$ cat src/rtl/max_entry.sv
// Two-digit BCD set-point entry (01-99) for the pill counter.
// Edits go to a shadow copy that becomes the live set-point only on an accepted commit.
module max_entry #(
  parameter int unsigned DEF_H   = 2,
  parameter int unsigned DEF_L   = 0,
  parameter int unsigned TMO_CYC = 1000
) (
  input  logic       CLK,
  input  logic       RST,
  input  logic       key_sel,
  input  logic       key_up,
  input  logic       key_dn,
  input  logic       key_ok,
  input  logic       busy,
  output logic [3:0] maxH,
  output logic [3:0] maxL,
  output logic [3:0] dispH,
  output logic [3:0] dispL,
  output logic       editing,
  output logic       digit,
  output logic       upd,
  output logic       err
);

  localparam int unsigned TW       = $clog2(TMO_CYC);
  localparam logic [TW-1:0] TMO_LAST = TW'(TMO_CYC - 1);
  localparam logic [3:0]    DEF_H4   = 4'(DEF_H);
  localparam logic [3:0]    DEF_L4   = 4'(DEF_L);

  typedef enum logic [1:0] {IDLE, EDIT_H, EDIT_L} state_e;

  state_e        state_q, state_d;
  logic [3:0]    sh_h_q, sh_h_d, sh_l_q, sh_l_d;
  logic [3:0]    max_h_q, max_h_d, max_l_q, max_l_d;
  logic [3:0]    disp_h_q, disp_h_d, disp_l_q, disp_l_d;
  logic [TW-1:0] tmo_q, tmo_d;
  logic          upd_q, upd_d, err_q, err_d;
  logic          editing_q, editing_d, digit_q, digit_d;
  logic          any_key;

  function automatic logic [3:0] bcd_inc(input logic [3:0] d);
    return (d >= 4'd9) ? 4'd0 : d + 4'd1;
  endfunction

  function automatic logic [3:0] bcd_dec(input logic [3:0] d);
    return (d == 4'd0 || d > 4'd9) ? 4'd9 : d - 4'd1;
  endfunction

  assign any_key = key_sel | key_up | key_dn | key_ok;

  // NOTE: every signal written here gets a default first, so no path can infer a latch.
  always_comb begin
    state_d = state_q;
    sh_h_d  = sh_h_q;
    sh_l_d  = sh_l_q;
    max_h_d = max_h_q;
    max_l_d = max_l_q;
    tmo_d   = tmo_q;
    upd_d   = 1'b0;
    err_d   = 1'b0;

    case (state_q)
      IDLE: begin
        tmo_d = '0;
        if (key_sel && !busy) begin
          state_d = EDIT_H;
          sh_h_d  = max_h_q;
          sh_l_d  = max_l_q;
        end
      end
      EDIT_H, EDIT_L: begin
        if (busy) begin
          state_d = IDLE;
          tmo_d   = '0;
        end else if (any_key) begin
          tmo_d = '0;
          if (key_ok) begin
            if (sh_h_q != 4'd0 || sh_l_q != 4'd0) begin
              max_h_d = sh_h_q;
              max_l_d = sh_l_q;
              upd_d   = 1'b1;
              state_d = IDLE;
            end else begin
              err_d = 1'b1;
            end
          end else if (key_sel) begin
            state_d = (state_q == EDIT_H) ? EDIT_L : EDIT_H;
          end else if (key_up ^ key_dn) begin
            // Digits wrap independently: no carry or borrow into the other digit.
            if (state_q == EDIT_H) sh_h_d = key_up ? bcd_inc(sh_h_q) : bcd_dec(sh_h_q);
            else                   sh_l_d = key_up ? bcd_inc(sh_l_q) : bcd_dec(sh_l_q);
          end
        end else if (tmo_q == TMO_LAST) begin
          state_d = IDLE;
          tmo_d   = '0;
        end else begin
          tmo_d = tmo_q + 1'b1;
        end
      end
      default: state_d = IDLE;
    endcase

    editing_d = (state_d != IDLE);
    digit_d   = (state_d == EDIT_H);
    disp_h_d  = editing_d ? sh_h_d : max_h_d;
    disp_l_d  = editing_d ? sh_l_d : max_l_d;
  end

  // NOTE: state registers use non-blocking assignments so all update together at the edge.
  always_ff @(posedge CLK or posedge RST) begin
    if (RST) begin
      state_q   <= IDLE;
      sh_h_q    <= DEF_H4;
      sh_l_q    <= DEF_L4;
      max_h_q   <= DEF_H4;
      max_l_q   <= DEF_L4;
      disp_h_q  <= DEF_H4;
      disp_l_q  <= DEF_L4;
      tmo_q     <= '0;
      upd_q     <= 1'b0;
      err_q     <= 1'b0;
      editing_q <= 1'b0;
      digit_q   <= 1'b0;
    end else begin
      state_q   <= state_d;
      sh_h_q    <= sh_h_d;
      sh_l_q    <= sh_l_d;
      max_h_q   <= max_h_d;
      max_l_q   <= max_l_d;
      disp_h_q  <= disp_h_d;
      disp_l_q  <= disp_l_d;
      tmo_q     <= tmo_d;
      upd_q     <= upd_d;
      err_q     <= err_d;
      editing_q <= editing_d;
      digit_q   <= digit_d;
    end
  end

  assign maxH    = max_h_q;
  assign maxL    = max_l_q;
  assign dispH   = disp_h_q;
  assign dispL   = disp_l_q;
  assign editing = editing_q;
  assign digit   = digit_q;
  assign upd     = upd_q;
  assign err     = err_q;

endmodule

$ cat config.mk
export PLATFORM = sky130hd
export DESIGN_NAME = max_entry
export DESIGN_NICKNAME = d
export VERILOG_FILES = /design/src/rtl/max_entry.sv
export SDC_FILE = /design/constraint.sdc
export NUM_CORES = 1
export LEC_CHECK = 0
export ABC_AREA = 1
export ABC_CLOCK_PERIOD_IN_PS = 2600
export CAP_MARGIN = 25
export CORE_MARGIN = 3
export CORE_UTILIZATION = 30
export CTS_CLUSTER_SIZE = 10
export DETAILED_ROUTE_END_ITERATION = 12
export PLACE_DENSITY_LB_ADDON = 0.2
export SKIP_LAST_GASP = 1
export SLEW_MARGIN = 20
export SYNTH_ARGS = -nofsm -noshare
export SYNTH_HDL_FRONTEND = slang
export SYNTH_SLANG_ARGS = --single-unit
$ cat constraint.sdc
create_clock -name CLK -period 2.6 [get_ports CLK]
set_input_delay 0.39 -clock CLK [delete_from_list [all_inputs] [get_ports CLK]]
set_output_delay 0.39 -clock CLK [all_outputs]
set_load 0.03 [all_outputs]
# --- Yosys cells after proc, flatten, opt, wreduce, memory -nomap -nowiden ---
# Cells that the tools add are included.
classes:
  n_eq_ne: 4
  magnitude_cmp: 4
  bitwise_logic: 4
  mux: 57
  n_reduce_logical: 13
  n_addsub: 5
ops:
  columns: ["op", "count"]
  rows:
  - ["4-bit 2-to-1 mux", 32]
  - ["10-bit 2-to-1 mux", 3]
  - ["10-bit case mux with 2 select lines", 1]
  - ["2-bit 2-to-1 mux", 8]
  - ["4-bit case mux with 2 select lines", 2]
  - ["10-bit by 1-bit adder with 10-bit output, second input constant", 1]
  - ["10-bit equality test, second input constant", 1]
  - ["1-bit 2-to-1 mux", 10]
  - ["4-bit by 1-bit adder with 4-bit output, second input constant", 2]
  - ["4-bit >= comparator, second input constant", 2]
  - ["4-bit > comparator, second input constant", 2]
  - ["4-bit zero test", 2]
  - ["4-bit nonzero test", 2]
  - ["4-bit by 1-bit subtractor with 4-bit output, second input constant", 2]
  - ["2-bit by 1-bit equality test with 1-bit output, second input constant", 2]
  - ["2-bit case mux with 2 select lines", 1]
  - ["2-bit nonzero test", 2]
  - ["1-bit logical OR", 3]
  - ["1-bit bitwise OR", 3]
  - ["2-bit equality test, second input constant", 1]
  - ["2-bit zero test", 1]
  - ["2-bit OR reduction", 1]
  - ["1-bit logical AND", 1]
  - ["1-bit zero test", 1]
  - ["1-bit bitwise XOR", 1]
totals:
  register_bits: 40
  elab_cells: 99
  out_inout_bits: 20

# --- Depth between registers and ports, before layout ---
logic_depth:
  ltp_word: 12
  ltp_mapped: 14

# --- Worst setup path before layout ---
# No wires, ideal clock.
synth_timing:
  kind: "flip-flop to flip-flop"
  start: "register state_q[1]"
  end: "register disp_l_q[2] (netlist: dispL[2])"
  arrival_ns: 1.618
  required_ns: 2.483
  setup_time_ns: 0.117
  setup_slack_ns: 0.865
  n_path_buf: 2
  path_stages_with_launch: 14
  cell_sequence: "dfrtp_1 -> inv_1 -> ha_1 -> buf_4 -> nand2_4 -> nor2_4 -> inv_2 -> nor2_2 -> inv_2 -> buf_6 -> nand2_1 -> o21ai_1 -> nand3_1 -> nand2_1"
synth_lines:
  columns: ["item", "line", "text"]
  rows:
  - ["start, declared", "32", "state_e state_q, state_d;"]
  - ["start signal, assigned", "125", "state_q <= state_d;"]
  - ["2-bit by 1-bit equality test with 1-bit output / 2-bit equality test (equally long branches)", "62", "case (state_q)"]
  - ["2-bit OR reduction (*)", "62", null]
  - ["4-bit 2-to-1 mux (*)", "62", null]
  - ["named net max_l_d[2]", "34", "logic [3:0] max_h_q, max_h_d, max_l_q, max_l_d;"]
  - ["4-bit 2-to-1 mux (*)", "106", "disp_l_d = editing_d ? sh_l_d : max_l_d;"]
  - ["named net disp_l_d[2]", "35", "logic [3:0] disp_h_q, disp_h_d, disp_l_q, disp_l_d;"]
  - ["end signal, assigned", "131", "disp_l_q <= disp_l_d;"]
  - ["end, declared", "35", null]
# Mark *: on every way through the listed nets, which the timed path passes. The rest lies on a longest branch.
# A chain may end at the register's enable or synchronous reset.

# --- Worst setup path after layout ---
layout_timing:
  start: "register sh_l_q[0]"
  end: "register disp_l_q[3] (netlist: dispL[3])"
layout_lines:
  columns: ["item", "line", "text"]
  rows:
  - ["start, declared", "33", "logic [3:0] sh_h_q, sh_h_d, sh_l_q, sh_l_d;"]
  - ["start signal, assigned", "127", "sh_l_q <= sh_l_d;"]
  - ["4-bit nonzero test", "78", "if (sh_h_q != 4'd0 || sh_l_q != 4'd0) begin"]
  - ["1-bit logical OR", "78", null]
  - ["2-bit 2-to-1 mux", "78", null]
  - ["2-bit 2-to-1 mux", "77", "if (key_ok) begin"]
  - ["2-bit 2-to-1 mux", "75", "end else if (any_key) begin"]
  - ["2-bit 2-to-1 mux", "72", "if (busy) begin"]
  - ["2-bit case mux with 2 select lines", "62", null]
  - ["2-bit nonzero test", "103", "editing_d = (state_d != IDLE);"]
  - ["named net editing_d", "38", "logic editing_q, editing_d, digit_q, digit_d;"]
  - ["4-bit 2-to-1 mux", "106", null]
  - ["named net disp_l_d[3]", "35", null]
# The timed path passes the listed nets, and every way through them passes these cells.

==> metrics.md <==
| Metric | Value |
|---|---|
| Outcome | `finished, final reports clean` |
| Most common cell after layout, fill and taps aside | `nand2_1` |
| Post-synthesis register bit count | `40` |
| Clock buffer depth | `2` |
| Vias/cell | `4.81` |
| Worst path most repeated cell | `nand2_1` |
| Setup Viol. Count Final | `0` |
| Fmax | `just under 0.5 GHz` |
| Syn Area/Cell | `7.30 um2` |
| Leakage | `between 1 and 1.5 nW` |
| Post-synthesis cell count | `approximately 360` |
| Reg2reg start | `sh_l_q[0]$_DFF_PP0_` |
| Worst rel slew slack | `0.659` |
| Slowest-stage cell, CP | `dfrtp_1` |
| CP max stage delay | `around 0.52 ns` |
| Largest net degree at the start of global routing | `between 40 and 50` |
| Worst EP arrival | `~2.3 ns` |
| FP Rows | `33` |
| Clock power frac | `0.144` |
| Slew Viols, Final | `0` |
| Critical path type | `reg -> reg` |
| Net Switching | `1.35 mW` |
| Setup Fix Bufs, Post-CTS | `0` |
| Most frequent cells in the layout | `129 x nand2_1, 37 x dfrtp_1, 35 x nor2_1, 35 x nand3_1, 26 x clkdlybuf4s50_1` |
| Die Wd | `100 um` |
| Via count | `about 2400` |
| Sum of net half-perimeters after detailed placement | `around 5.1 mm` |
| Die area | `around 10000 um2` |
| CP cell instances | `inv_1 -> ha_1 -> nand3_2 -> inv_1 -> nand2_1 -> nand2_1 -> nand2_1 -> nand2_1 -> nand2_2 -> nand2_4 -> nand3_1 -> nand2_1` |
| Initial core utilization | `0.316` |
| GR Overflow Total | `0` |
| Final period utilization | `0.796` |
| Reg clk slew, reported paths | `0.08 ns` |
| First-pass GRT wire length | `11.4 mm` |
| Share of post-route cells with drive strength above 1 | `0.130` |
| Sink Count | `40` |
| CTS resizes | `0` |
| Post-route insts no fill | `498` |
| Overall Global Routing Usage | `0.142` |
| Logic gate share of total power | `0.527` |
| WHS | `a little over 0.5 ns` |
| Post-Syn Area | `between 2000 and 3000 um2` |
| # H-tree levels | `2` |
| Skew final | `0.00281 ns` |
| Transition time at the pin with the least slew margin | `between 0.5 and 0.6 ns` |
| Input/output buffers | `26` |
| PwrDens | `roughly 930 nW/um2` |
| Crit-path leading delay family | `simple AND/OR/NAND/NOR gates` |
| Fin nets | `slightly above 400` |
| Synth Net Count | `approximately 380` |
| Internal | `1.52 mW` |
| Worst skew pair latency | `approximately 0.29 ns` |
| CTS Buf Count | `5` |
| Final Hold Viols | `0` |
| Antenna violations before repair | `0` |
| Switching part of the total power | `0.470` |
| Flop pwr share | `0.329` |
| Initial DRC Count | `approximately 110` |
| R2R Path End | `dispL[3]$_DFF_PP0_` |
| Routed len/inst | `between 10 and 15 um` |
| Die height | `around 100 um` |
| WL final | `6.59 mm` |
| Clk root buf | `clkbuf_8` |
| Data required, critical path | `roughly 2.8 ns` |
| RSZ-0062 raised after global routing | `no` |
| Buf/Inv on CP | `2` |
| Crit-path max FO | `11` |
| Synth-to-Final Area Change | `16.7%` |
| Placed insts | `490` |
| CTS tree | `done` |
| Io pins | `27` |
| Dpl cell area | `3000 um2` |
| Drt pass-1 iters | `4` |
| Yosys Warn Count | `0` |
| Max-Cap Viols | `0` |
| Post-route antenna net violation count | `0` |
| Post-route minimum period | `between 2 and 2.5 ns` |
| Gpl congestion | `0.844` |
| Total negative setup slack | `0 ns` |
| Fin area | `around 3100 um2` |
| R2r worst-path depth | `12` |
| Worst Hold Class | `in -> async` |
| DRC errors left | `0` |
| Post-synthesis sequential area ratio | `0.379` |
| CP Launch Type | `register` |
| Total core area | `~8400 um2` |
| Fin util | `0.369` |
| Post-CTS Hold Buffers | `0` |
| Post-synth cell types | `35` |
| Maximum VDD drop | `between 300 and 400 uV` |
| Kind of end point of the critical path | `register` |
| R2r setup slk | `~0.53 ns` |
| Vias in the first global route | `2324` |
| Diodes inserted | `0` |
==> cell families (layout without fill, tap and decap cells) <==
logic type / Yosys count / count (layout) / synth area share
flops: 40 / 40 / 0.379
fa+ha+maj: 11 / 11 / 0.0520
buf+inv: 46 / 76 / 0.0822
simple gates: 223 / 223 / 0.372
compound gates: 39 / 39 / 0.101
xor+xnor: 4 / 4 / 0.0132
==> metrics by stage <==
stage | setup WS [ns] | total power [mW]
2_1_floorplan | 0.865 | 2.03
3_3_place_gp | 0.478 | 2.47
3_5_place_dp | 0.432 | 2.48
4_1_cts | 0.519 | 2.90
5_1_grt | 0.324 | 3.12
6_report | 0.531 | 2.87
==> layer usage <==
layer / global-route usage / vias to the layer above / share of wire
met5: 0 / - / 0
met4: 0.0326 / 0 / 0.0093
met3: 0.0299 / 6 / 0.052
met2: 0.233 / 56 / 0.47
met1: 0.192 / 1110 / 0.47
li1: - / 1224 / -
==> synth_stat cells, drive strengths merged <==
cell      n  area [um2]
o31ai     1        7.51
clkinv    1        5.00
nand3    38         213
xor2      3        26.3
ha       11         138
a21boi    7        52.6
o21a      2        15.0
dfstp     3        78.8
nor2     43         196
nand4     3        18.8
or2       1        6.26
dfrtp    37         926
o21ai    13        72.6
a21oi     8        51.3
nor3      3        15.0
clkbuf    3        11.3
a211oi    1        7.51
xnor2     1        8.76
a221oi    7        61.3
inv      36         138
nand2   135         537
buf       6        63.8
==> state kept, by name, summed over array words and instances, names as in the netlist <==
| name | flops |
|---|---|
| upd | 1 |
| dispL | 4 |
| sh_h_q | 4 |
| sh_l_q | 4 |
| tmo_q | 10 |
| editing | 1 |
| state_q | 2 |
| dispH | 4 |
| digit | 1 |
| maxH | 4 |
| maxL | 4 |
| err | 1 |
==> worst register-to-register path: cells and delay by family (launching register included) <==
family                   cells  cell delay (ns)
adder cells (fa/ha/maj)      1             0.27
buffers and inverters        2             0.25
flip-flops                   1             0.52
AND/OR/NAND/NOR              9             0.93
==> power by group through the flow <==
stage | clock network (mW) | registers (mW) | logic [mW]
after floorplan | 0 | 1.09 | 0.941
after global placement | 0 | 0.961 | 1.51
after detailed placement | 0 | 0.957 | 1.52
after CTS | 0.431 | 0.945 | 1.53
after global routing | 0.454 | 0.971 | 1.70
final | 0.412 | 0.944 | 1.51
==> area by class of cell <==
cell class	instances	area, um2
tap	105	131
clock buffer	5	68.8
timing repair buffer	31	298
sequential	40	1000
fill	905	5290
multi-input combinational	277	1430
clock inverter	3	18.8
inverter	37	143
==> how the worst max path moves through the flow <==
stage	start	end	slack (ns)	depth (start not counted)
after floorplan	state_q[1]$_DFF_PP0_	dispL[2]$_DFF_PP0_	0.86	13
after global placement	key_sel	dispL[1]$_DFF_PP0_	0.48	12
after detailed placement	key_sel	dispL[3]$_DFF_PP0_	0.43	12
after CTS	sh_l_q[0]$_DFF_PP0_	dispL[3]$_DFF_PP0_	0.52	12
after global routing	sh_l_q[0]$_DFF_PP0_	dispH[3]$_DFF_PP0_	0.32	12
final	sh_l_q[0]$_DFF_PP0_	dispL[3]$_DFF_PP0_	0.53	12
No activity file was read; power rests on OpenSTA's default activity.
